## src/rtl/mips_pkg.sv

```systemverilog
// rtl/mips_pkg.sv - MIPS opcode/funct constants, decoded bundle type and field decoder
package mips_pkg;

  localparam logic [5:0] OP_R_FORM = 6'h00;
  localparam logic [5:0] OP_J      = 6'h02;
  localparam logic [5:0] OP_JAL    = 6'h03;
  localparam logic [5:0] OP_BEQ    = 6'h04;
  localparam logic [5:0] OP_BNE    = 6'h05;
  localparam logic [5:0] OP_ADDI   = 6'h08;
  localparam logic [5:0] OP_ADDIU  = 6'h09;
  localparam logic [5:0] OP_SLTI   = 6'h0A;
  localparam logic [5:0] OP_SLTIU  = 6'h0B;
  localparam logic [5:0] OP_ANDI   = 6'h0C;
  localparam logic [5:0] OP_ORI    = 6'h0D;
  localparam logic [5:0] OP_XORI   = 6'h0E;
  localparam logic [5:0] OP_LUI    = 6'h0F;
  localparam logic [5:0] OP_LW     = 6'h23;
  localparam logic [5:0] OP_SW     = 6'h2B;

  localparam logic [5:0] FN_JR     = 6'h08;
  localparam logic [5:0] FN_JALR   = 6'h09;

  // Width-independent view of one instruction; the stage narrows/widens it
  typedef struct packed {
    logic [4:0]  rs;
    logic [4:0]  rt;
    logic [4:0]  dst;       // rd for R-form, rt otherwise
    logic        dst_link;  // JAL: destination is the link register instead
    logic        reg_we;    // before the zero-destination squash
    logic [31:0] imm;       // immediate extended to 32 bits
    logic        imm_zx;    // widen imm with zeros rather than its sign bit
    logic [5:0]  op;
    logic [5:0]  funct;
    logic [4:0]  shamt;
  } dec_t;

  function automatic dec_t decode(input logic [31:0] ins);
    dec_t d;
    d.op       = ins[31:26];
    d.rs       = ins[25:21];
    d.rt       = ins[20:16];
    d.shamt    = ins[10:6];
    d.funct    = ins[5:0];
    d.dst_link = (ins[31:26] == OP_JAL);
    d.dst      = (ins[31:26] == OP_R_FORM) ? ins[15:11] : ins[20:16];

    case (ins[31:26])
      OP_R_FORM: begin
        case (ins[5:0])
          FN_JR:   d.reg_we = 1'b0;
          FN_JALR: d.reg_we = 1'b1;
          default: d.reg_we = 1'b1;
        endcase
      end
      OP_JAL, OP_ADDI, OP_ADDIU, OP_SLTI, OP_SLTIU,
      OP_ANDI, OP_ORI, OP_XORI, OP_LUI, OP_LW: d.reg_we = 1'b1;
      OP_J, OP_BEQ, OP_BNE, OP_SW:             d.reg_we = 1'b0;
      default:                                 d.reg_we = 1'b0;
    endcase

    case (ins[31:26])
      OP_ANDI, OP_ORI, OP_XORI: begin
        d.imm    = {16'h0000, ins[15:0]};
        d.imm_zx = 1'b1;
      end
      OP_LUI: begin
        d.imm    = {ins[15:0], 16'h0000};
        d.imm_zx = 1'b1;
      end
      default: begin
        d.imm    = {{16{ins[15]}}, ins[15:0]};
        d.imm_zx = 1'b0;
      end
    endcase
    return d;
  endfunction

endpackage

```

## src/rtl/id_regfile.sv

```systemverilog
// rtl/id_regfile.sv - NREG x DATA_W register file, 2 read + debug port, 1 write port; ID_WB_BYPASS_EN adds write-before-read
module id_regfile #(
  parameter int DATA_W = 32,
  parameter int NREG   = 32,
  parameter int AW     = $clog2(NREG)
) (
  input  logic              i_clk,
  input  logic              i_rst_n,
  input  logic [AW-1:0]     i_raddr1,
  input  logic [AW-1:0]     i_raddr2,
  input  logic [AW-1:0]     i_dbg_addr,
  input  logic              i_we,
  input  logic [AW-1:0]     i_waddr,
  input  logic [DATA_W-1:0] i_wdata,
  output logic [DATA_W-1:0] o_rdata1,
  output logic [DATA_W-1:0] o_rdata2,
  output logic [DATA_W-1:0] o_dbg_data
);

  logic [DATA_W-1:0] r_regs [NREG];
  logic              w_wr;

  assign w_wr = i_we && (i_waddr != '0);

  // Storage: every entry clears on reset; index 0 is never written
  always_ff @(posedge i_clk or negedge i_rst_n) begin
    if (!i_rst_n) begin
      for (int i = 0; i < NREG; i++) begin
        r_regs[i] <= '0;
      end
    end else if (w_wr) begin
      r_regs[i_waddr] <= i_wdata;
    end
  end

  // Read ports: index 0 hard-wired to zero, optional same-cycle forwarding of the write
  always_comb begin
    o_rdata1   = (i_raddr1 == '0)   ? '0 : r_regs[i_raddr1];
    o_rdata2   = (i_raddr2 == '0)   ? '0 : r_regs[i_raddr2];
    o_dbg_data = (i_dbg_addr == '0) ? '0 : r_regs[i_dbg_addr];
`ifdef ID_WB_BYPASS_EN
    if (w_wr && (i_waddr == i_raddr1))   o_rdata1   = i_wdata;
    if (w_wr && (i_waddr == i_raddr2))   o_rdata2   = i_wdata;
    if (w_wr && (i_waddr == i_dbg_addr)) o_dbg_data = i_wdata;
`endif
  end

endmodule

```

## src/rtl/id_stage_rf.sv

```systemverilog
// rtl/id_stage_rf.sv - MIPS decode, operand read, immediate extend and ID/EX register; ID_WB_BYPASS_EN enables write-before-read
module id_stage_rf
  import mips_pkg::*;
#(
  parameter  int DATA_W = 32,
  parameter  int NREG   = 32,
  parameter  int RA_IDX = NREG - 1,
  localparam int AW     = $clog2(NREG)
) (
  input  logic              CLK,
  input  logic              RST,
  input  logic [31:0]       ins,
  input  logic              ins_valid,
  input  logic              stall,
  input  logic              flush,
  input  logic              wb_we,
  input  logic [AW-1:0]     wb_addr,
  input  logic [DATA_W-1:0] wb_data,
  output logic              ex_valid,
  output logic [DATA_W-1:0] ex_rdata1,
  output logic [DATA_W-1:0] ex_rdata2,
  output logic [DATA_W-1:0] ex_imm,
  output logic [AW-1:0]     ex_dst,
  output logic              ex_reg_we,
  output logic [5:0]        ex_op,
  output logic [5:0]        ex_funct,
  output logic [4:0]        ex_shamt,
  output logic [AW-1:0]     ex_rs,
  output logic [AW-1:0]     ex_rt,
  input  logic [AW-1:0]     dbg_addr,
  output logic [DATA_W-1:0] dbg_data
);

  dec_t              w_dec;
  logic [AW-1:0]     w_rs;
  logic [AW-1:0]     w_rt;
  logic [AW-1:0]     w_dst;
  logic              w_reg_we;
  logic [DATA_W-1:0] w_imm;
  logic [DATA_W-1:0] w_rdata1;
  logic [DATA_W-1:0] w_rdata2;
  logic              w_wb_hit;

  logic              r_valid;
  logic [DATA_W-1:0] r_rdata1;
  logic [DATA_W-1:0] r_rdata2;
  logic [DATA_W-1:0] r_imm;
  logic [AW-1:0]     r_dst;
  logic              r_reg_we;
  logic [5:0]        r_op;
  logic [5:0]        r_funct;
  logic [4:0]        r_shamt;
  logic [AW-1:0]     r_rs;
  logic [AW-1:0]     r_rt;

  assign w_dec = decode(ins);

  // Fit instruction fields to the configured index/data widths
  always_comb begin
    w_rs     = AW'(w_dec.rs);
    w_rt     = AW'(w_dec.rt);
    w_dst    = w_dec.dst_link ? AW'(RA_IDX) : AW'(w_dec.dst);
    w_reg_we = w_dec.reg_we && (w_dst != '0);
    w_imm    = w_dec.imm_zx ? DATA_W'(w_dec.imm) : DATA_W'($signed(w_dec.imm));
  end

  id_regfile #(
    .DATA_W (DATA_W),
    .NREG   (NREG),
    .AW     (AW)
  ) u_regfile (
    .i_clk      (CLK),
    .i_rst_n    (RST),
    .i_raddr1   (w_rs),
    .i_raddr2   (w_rt),
    .i_dbg_addr (dbg_addr),
    .i_we       (wb_we),
    .i_waddr    (wb_addr),
    .i_wdata    (wb_data),
    .o_rdata1   (w_rdata1),
    .o_rdata2   (w_rdata2),
    .o_dbg_data (dbg_data)
  );

  // A held instruction keeps its operands current with write-backs that land while stalled
  assign w_wb_hit = r_valid && wb_we && (wb_addr != '0);

  // ID/EX register: flush beats stall beats load
  always_ff @(posedge CLK or negedge RST) begin
    if (!RST) begin
      r_valid  <= 1'b0;
      r_rdata1 <= '0;
      r_rdata2 <= '0;
      r_imm    <= '0;
      r_dst    <= '0;
      r_reg_we <= 1'b0;
      r_op     <= '0;
      r_funct  <= '0;
      r_shamt  <= '0;
      r_rs     <= '0;
      r_rt     <= '0;
    end else if (flush) begin
      r_valid  <= 1'b0;
      r_rdata1 <= '0;
      r_rdata2 <= '0;
      r_imm    <= '0;
      r_dst    <= '0;
      r_reg_we <= 1'b0;
      r_op     <= '0;
      r_funct  <= '0;
      r_shamt  <= '0;
      r_rs     <= '0;
      r_rt     <= '0;
    end else if (stall) begin
      if (w_wb_hit && (wb_addr == r_rs)) r_rdata1 <= wb_data;
      if (w_wb_hit && (wb_addr == r_rt)) r_rdata2 <= wb_data;
    end else begin
      r_valid  <= ins_valid;
      r_rdata1 <= w_rdata1;
      r_rdata2 <= w_rdata2;
      r_imm    <= w_imm;
      r_dst    <= w_dst;
      r_reg_we <= w_reg_we && ins_valid;
      r_op     <= w_dec.op;
      r_funct  <= w_dec.funct;
      r_shamt  <= w_dec.shamt;
      r_rs     <= w_rs;
      r_rt     <= w_rt;
    end
  end

  assign ex_valid  = r_valid;
  assign ex_rdata1 = r_rdata1;
  assign ex_rdata2 = r_rdata2;
  assign ex_imm    = r_imm;
  assign ex_dst    = r_dst;
  assign ex_reg_we = r_reg_we;
  assign ex_op     = r_op;
  assign ex_funct  = r_funct;
  assign ex_shamt  = r_shamt;
  assign ex_rs     = r_rs;
  assign ex_rt     = r_rt;

endmodule

```

## config.mk

```make
export PLATFORM = sky130hd
export DESIGN_NAME = id_stage_rf
export DESIGN_NICKNAME = d
export VERILOG_FILES = /design/src/rtl/mips_pkg.sv /design/src/rtl/id_regfile.sv /design/src/rtl/id_stage_rf.sv
export SDC_FILE = /design/constraint.sdc
export NUM_CORES = 2
export LEC_CHECK = 0
export ABC_CLOCK_PERIOD_IN_PS = 6300
export CORE_MARGIN = 2
export CORE_UTILIZATION = 39
export DETAILED_ROUTE_END_ITERATION = 7
export PLACE_DENSITY = 0.51
export SYNTH_ARGS = -nofsm -noshare
export SYNTH_HDL_FRONTEND = slang
export SYNTH_SLANG_ARGS = --single-unit
```

## constraint.sdc

```tcl
create_clock -name CLK -period 6.3 [get_ports CLK]
set_input_delay 0.945 -clock CLK [delete_from_list [all_inputs] [get_ports CLK]]
set_output_delay 0.945 -clock CLK [all_outputs]
set_load 0.03 [all_outputs]
```

==> reports/results.md <==
* 46195 — via count of the routed design
* sky130_fd_sc_hd__dfrtp_1 — cell type contributing the most total cell area after synthesis
* 372100 um — wire length of the first global-routing pass
* primary input to primary output — worst setup path category
* 29.82% — global router's overall resource usage
* 5 — First-pass DRT Iterations
* 0 — EDFF count, synth
* sky130_fd_sc_hd__o21ai_0 — crit path max-delay cell type
* 0 — Warnings, synthesis
* 44.93% — Post-Route Utilization
* 7040 — post-route insts no fill
* 39.24% — initial core utilization
* 0 — post-detailed-route DRC marker count
* 67310 um2 — combined area of all synthesized cells
* 0.07 ns — clock slew at the register clock pins of the worst setup and hold paths
* 42.90% — sequential area share after synthesis
* 100.0% — share of synthesized flip-flops with an asynchronous set or reset
* 155100 um — HPWL after detailed placement
* 0.9529 ns — worst slack at placement
* 5112 — count of routing violations after the opening detailed-route iteration
* 139 — clock buffers created by TritonCTS
* 3 — Max Root-Sink Buffers
* 24050 uW — total design power
* done — CTS tree
* 1154 — number of clock sinks
* sky130_fd_sc_hd__dfrtp_1 — primary flip-flop cell chosen by synthesis mapping
* 66 — Cell variety after synth
* 0 — number of nets still failing antenna checks after routing
* 0 — total global routing overflow
* 42.90% — post-synth top area share
* 5.35 ns — required time at the endpoint of the critical path
* 0 — setup-violating endpoint count in the final report
* sky130_fd_sc_hd__dfrtp_1 43%, sky130_fd_sc_hd__mux4_2 27%, sky130_fd_sc_hd__mux2_2 15% — largest cells by area after synthesis
* 0 — hold buffer count at CTS
* 46.94% — fraction of final layout cells sized beyond drive strength 1
* 242 — number of top-level design ports
* 0 — count of pins over their slew limit
* buf_8, buf_4, mux4_2, mux4_2, inv_1, o21ai_0, clkdlybuf4s50_1 — Critical Path, Cell by Cell
* 4 — H-tree levels
* 171500 um2 — core area
* sky130_fd_sc_hd__mux4_2 — cell repeated most along the worst path
* 0 — count of final hold-check violations
* 188.8 MHz — maximum frequency from static timing analysis
* 0 — post_cts resized
* 1.03 ns — max incr delay on CP
* 175900 um2 — full die area
* 7.401% — worst rel slew slack
* finished, final reports clean — result of the run
* 3.15 ns — slack of the worst reg-to-reg path
* 0 — number of buffers added for setup after CTS
* 419.5 um — height of the die
* 5.297 ns — minimum clock period
* 4678 — Synth Net Count
* 36.96 um — average detailed-routed wire length per instance
* 419.5 um — die width
* 152 — placement row count
* sky130_fd_sc_hd__clkbuf_16 — cell at the root of the clock tree
* 1.003 ns — worst-case setup margin in the final layout
* 0.02772 ns — final worst clock skew
* 311.9 nW/um2 — power density of the placed cells
* 0.2110 mV — maximum resistive drop on vdd
* 14.51% — area growth from synthesis to final layout
* 0.03188 uW — static power due to leakage
* 4.35 ns — Arr. time, crit path
* 1154 x sky130_fd_sc_hd__dfrtp_1, 924 x sky130_fd_sc_hd__mux2_2, 817 x sky130_fd_sc_hd__mux4_2, 345 x sky130_fd_sc_hd__clkbuf_1, 133 x sky130_fd_sc_hd__buf_2 — commonest cells in the synthesized netlist
* 1.386 ns — Tightest Pin Transition
* 4 — WP buf/inv
* 5 — initial antenna violation count
* 0.8650 — placer congestion estimate
* sky130_fd_sc_hd__dfrtp_1 — count leader, synth
* 0 ns — sum of negative setup slack
* primary input to asynchronous set/reset pin — path class of the lowest-slack min-delay path
* 47188 — vias in the first global route
* 4598 — gate count of the mapped netlist
* 41 — CP Max Fanout
* 84.07% — share of the cycle needed by the critical path after routing
* primary output — category of the worst setup path capture point
* 4698 — final net count
* 156 — pin count of the biggest net entering global routing
* 6.562 — detailed-route vias per instance
* 0 — number of max-cap violations
* no — unrepaired setup endpoints after global routing
* primary input — Startpoint Class
* 1154 — synthesis-stage register bit count
* 241 — number of I/O port buffers
* 0.81 ns — clock latency reported for the late side of the worst-skew pair
* 6787 — total instance count after detailed placement
* 260200 um — DRT Wirelength
* buffers and inverters — Crit path max-delay family
* 14.64 um2 — synthesized area divided by synthesized cell count
==> metrics by stage <==
stage                     hold slack, ns  cell area (um2)
final                             0.1679            77080
after CTS                         0.1937            77070
after detailed placement          0.4040            72380
after global routing              0.2195            77080
after floorplan                   0.4580            67310
after global placement            0.4074            72380
==> cells by family after synthesis <==
| logic type | Yosys count | share of synthesized area, % |
|---|---|---|
| muxes | 1895 | 45.14 |
| buffers and inverters | 587 | 3.751 |
| xor gates and xnor gates | 10 | 0.1301 |
| DFF | 1154 | 42.90 |
| AOI/OAI and AO/OA | 445 | 4.539 |
| and+or+nand+nor | 507 | 3.535 |
==> report_power, final <==
group / leakage [uW] / switching [uW] / internal [uW]
logic: 0.0147 / 2370 / 3200
clock network: 0.00231 / 3410 / 5000
registers: 0.0149 / 1350 / 8710
total: 0.0319 / 7130 / 16900
==> per-layer routing <==
| layer | track usage, % | share of wire (%) |
|---|---|---|
| met1 | 38.45 | 39 |
| met2 | 48.08 | 48 |
| met5 | 0 | 0.010 |
| met4 | 14.81 | 5.6 |
| met3 | 5.920 | 6.9 |
==> path summary, 6_finish.rpt <==
path,depth (start not counted),end,start
max,7,dbg_data[18],dbg_addr[0]
min,1,u_regfile.r_regs[96],RST
max reg2reg,6,ex_rdata2[23],ex_valid
min reg2reg,0,u_regfile.r_regs[995],u_regfile.r_regs[995]
max in group asynchronous,2,u_regfile.r_regs[10],RST
min in group CLK,0,u_regfile.r_regs[995],u_regfile.r_regs[995]
==> sequential cells by signal (all words and copies together), names as in the netlist <==
register          count
u_regfile.r_regs   1024
ex_imm               32
ex_rdata1            32
ex_rdata2            32
ex_funct              6
ex_op                 6
ex_dst                5
ex_rs                 5
ex_rt                 5
ex_shamt              5
ex_reg_we             1
ex_valid              1
==> cell usage in the layout (no fill, tap or decap), types with 6 or more instances in the layout <==
cell type / count
sky130_fd_sc_hd__dfrtp_1: 1154
sky130_fd_sc_hd__mux2_2: 924
sky130_fd_sc_hd__mux4_2: 817
sky130_fd_sc_hd__clkdlybuf4s50_1: 226
sky130_fd_sc_hd__buf_4: 153
sky130_fd_sc_hd__clkbuf_16: 146
sky130_fd_sc_hd__nand3_1: 130
sky130_fd_sc_hd__a22oi_1: 123
sky130_fd_sc_hd__mux2i_1: 120
sky130_fd_sc_hd__nor2_1: 118
sky130_fd_sc_hd__nand2_1: 105
sky130_fd_sc_hd__o21ai_0: 87
sky130_fd_sc_hd__a21oi_1: 66
sky130_fd_sc_hd__nor3_1: 60
sky130_fd_sc_hd__inv_1: 43
sky130_fd_sc_hd__o22ai_1: 37
sky130_fd_sc_hd__o221ai_1: 36
sky130_fd_sc_hd__mux2_1: 34
sky130_fd_sc_hd__buf_12: 33
sky130_fd_sc_hd__clkbuf_1: 31
sky130_fd_sc_hd__clkbuf_8: 27
sky130_fd_sc_hd__a22o_1: 23
sky130_fd_sc_hd__o211ai_1: 22
sky130_fd_sc_hd__clkinv_2: 22
sky130_fd_sc_hd__nand2_4: 15
sky130_fd_sc_hd__nor2_4: 13
sky130_fd_sc_hd__bufinv_16: 11
sky130_fd_sc_hd__a211oi_1: 10
sky130_fd_sc_hd__nand2b_1: 9
sky130_fd_sc_hd__xnor2_1: 9
sky130_fd_sc_hd__a221oi_1: 6
sky130_fd_sc_hd__inv_6: 6
sky130_fd_sc_hd__clkinvlp_4: 6
sky130_fd_sc_hd__buf_8: 6
==> final cells by class <==
cell class / count / area (um2)
Antenna cell: 3 / 7.507
Timing Repair Buffer: 422 / 4200
Sequential cell: 1154 / 28880
Inverter: 44 / 165.2
Clock buffer: 204 / 4141
Fill cell: 15341 / 94460
Clock inverter: 46 / 554.3
Tap cell: 2310 / 2890
Multi-Input combinational cell: 2857 / 36240
Note: power is estimated with default switching activity, not from simulation.
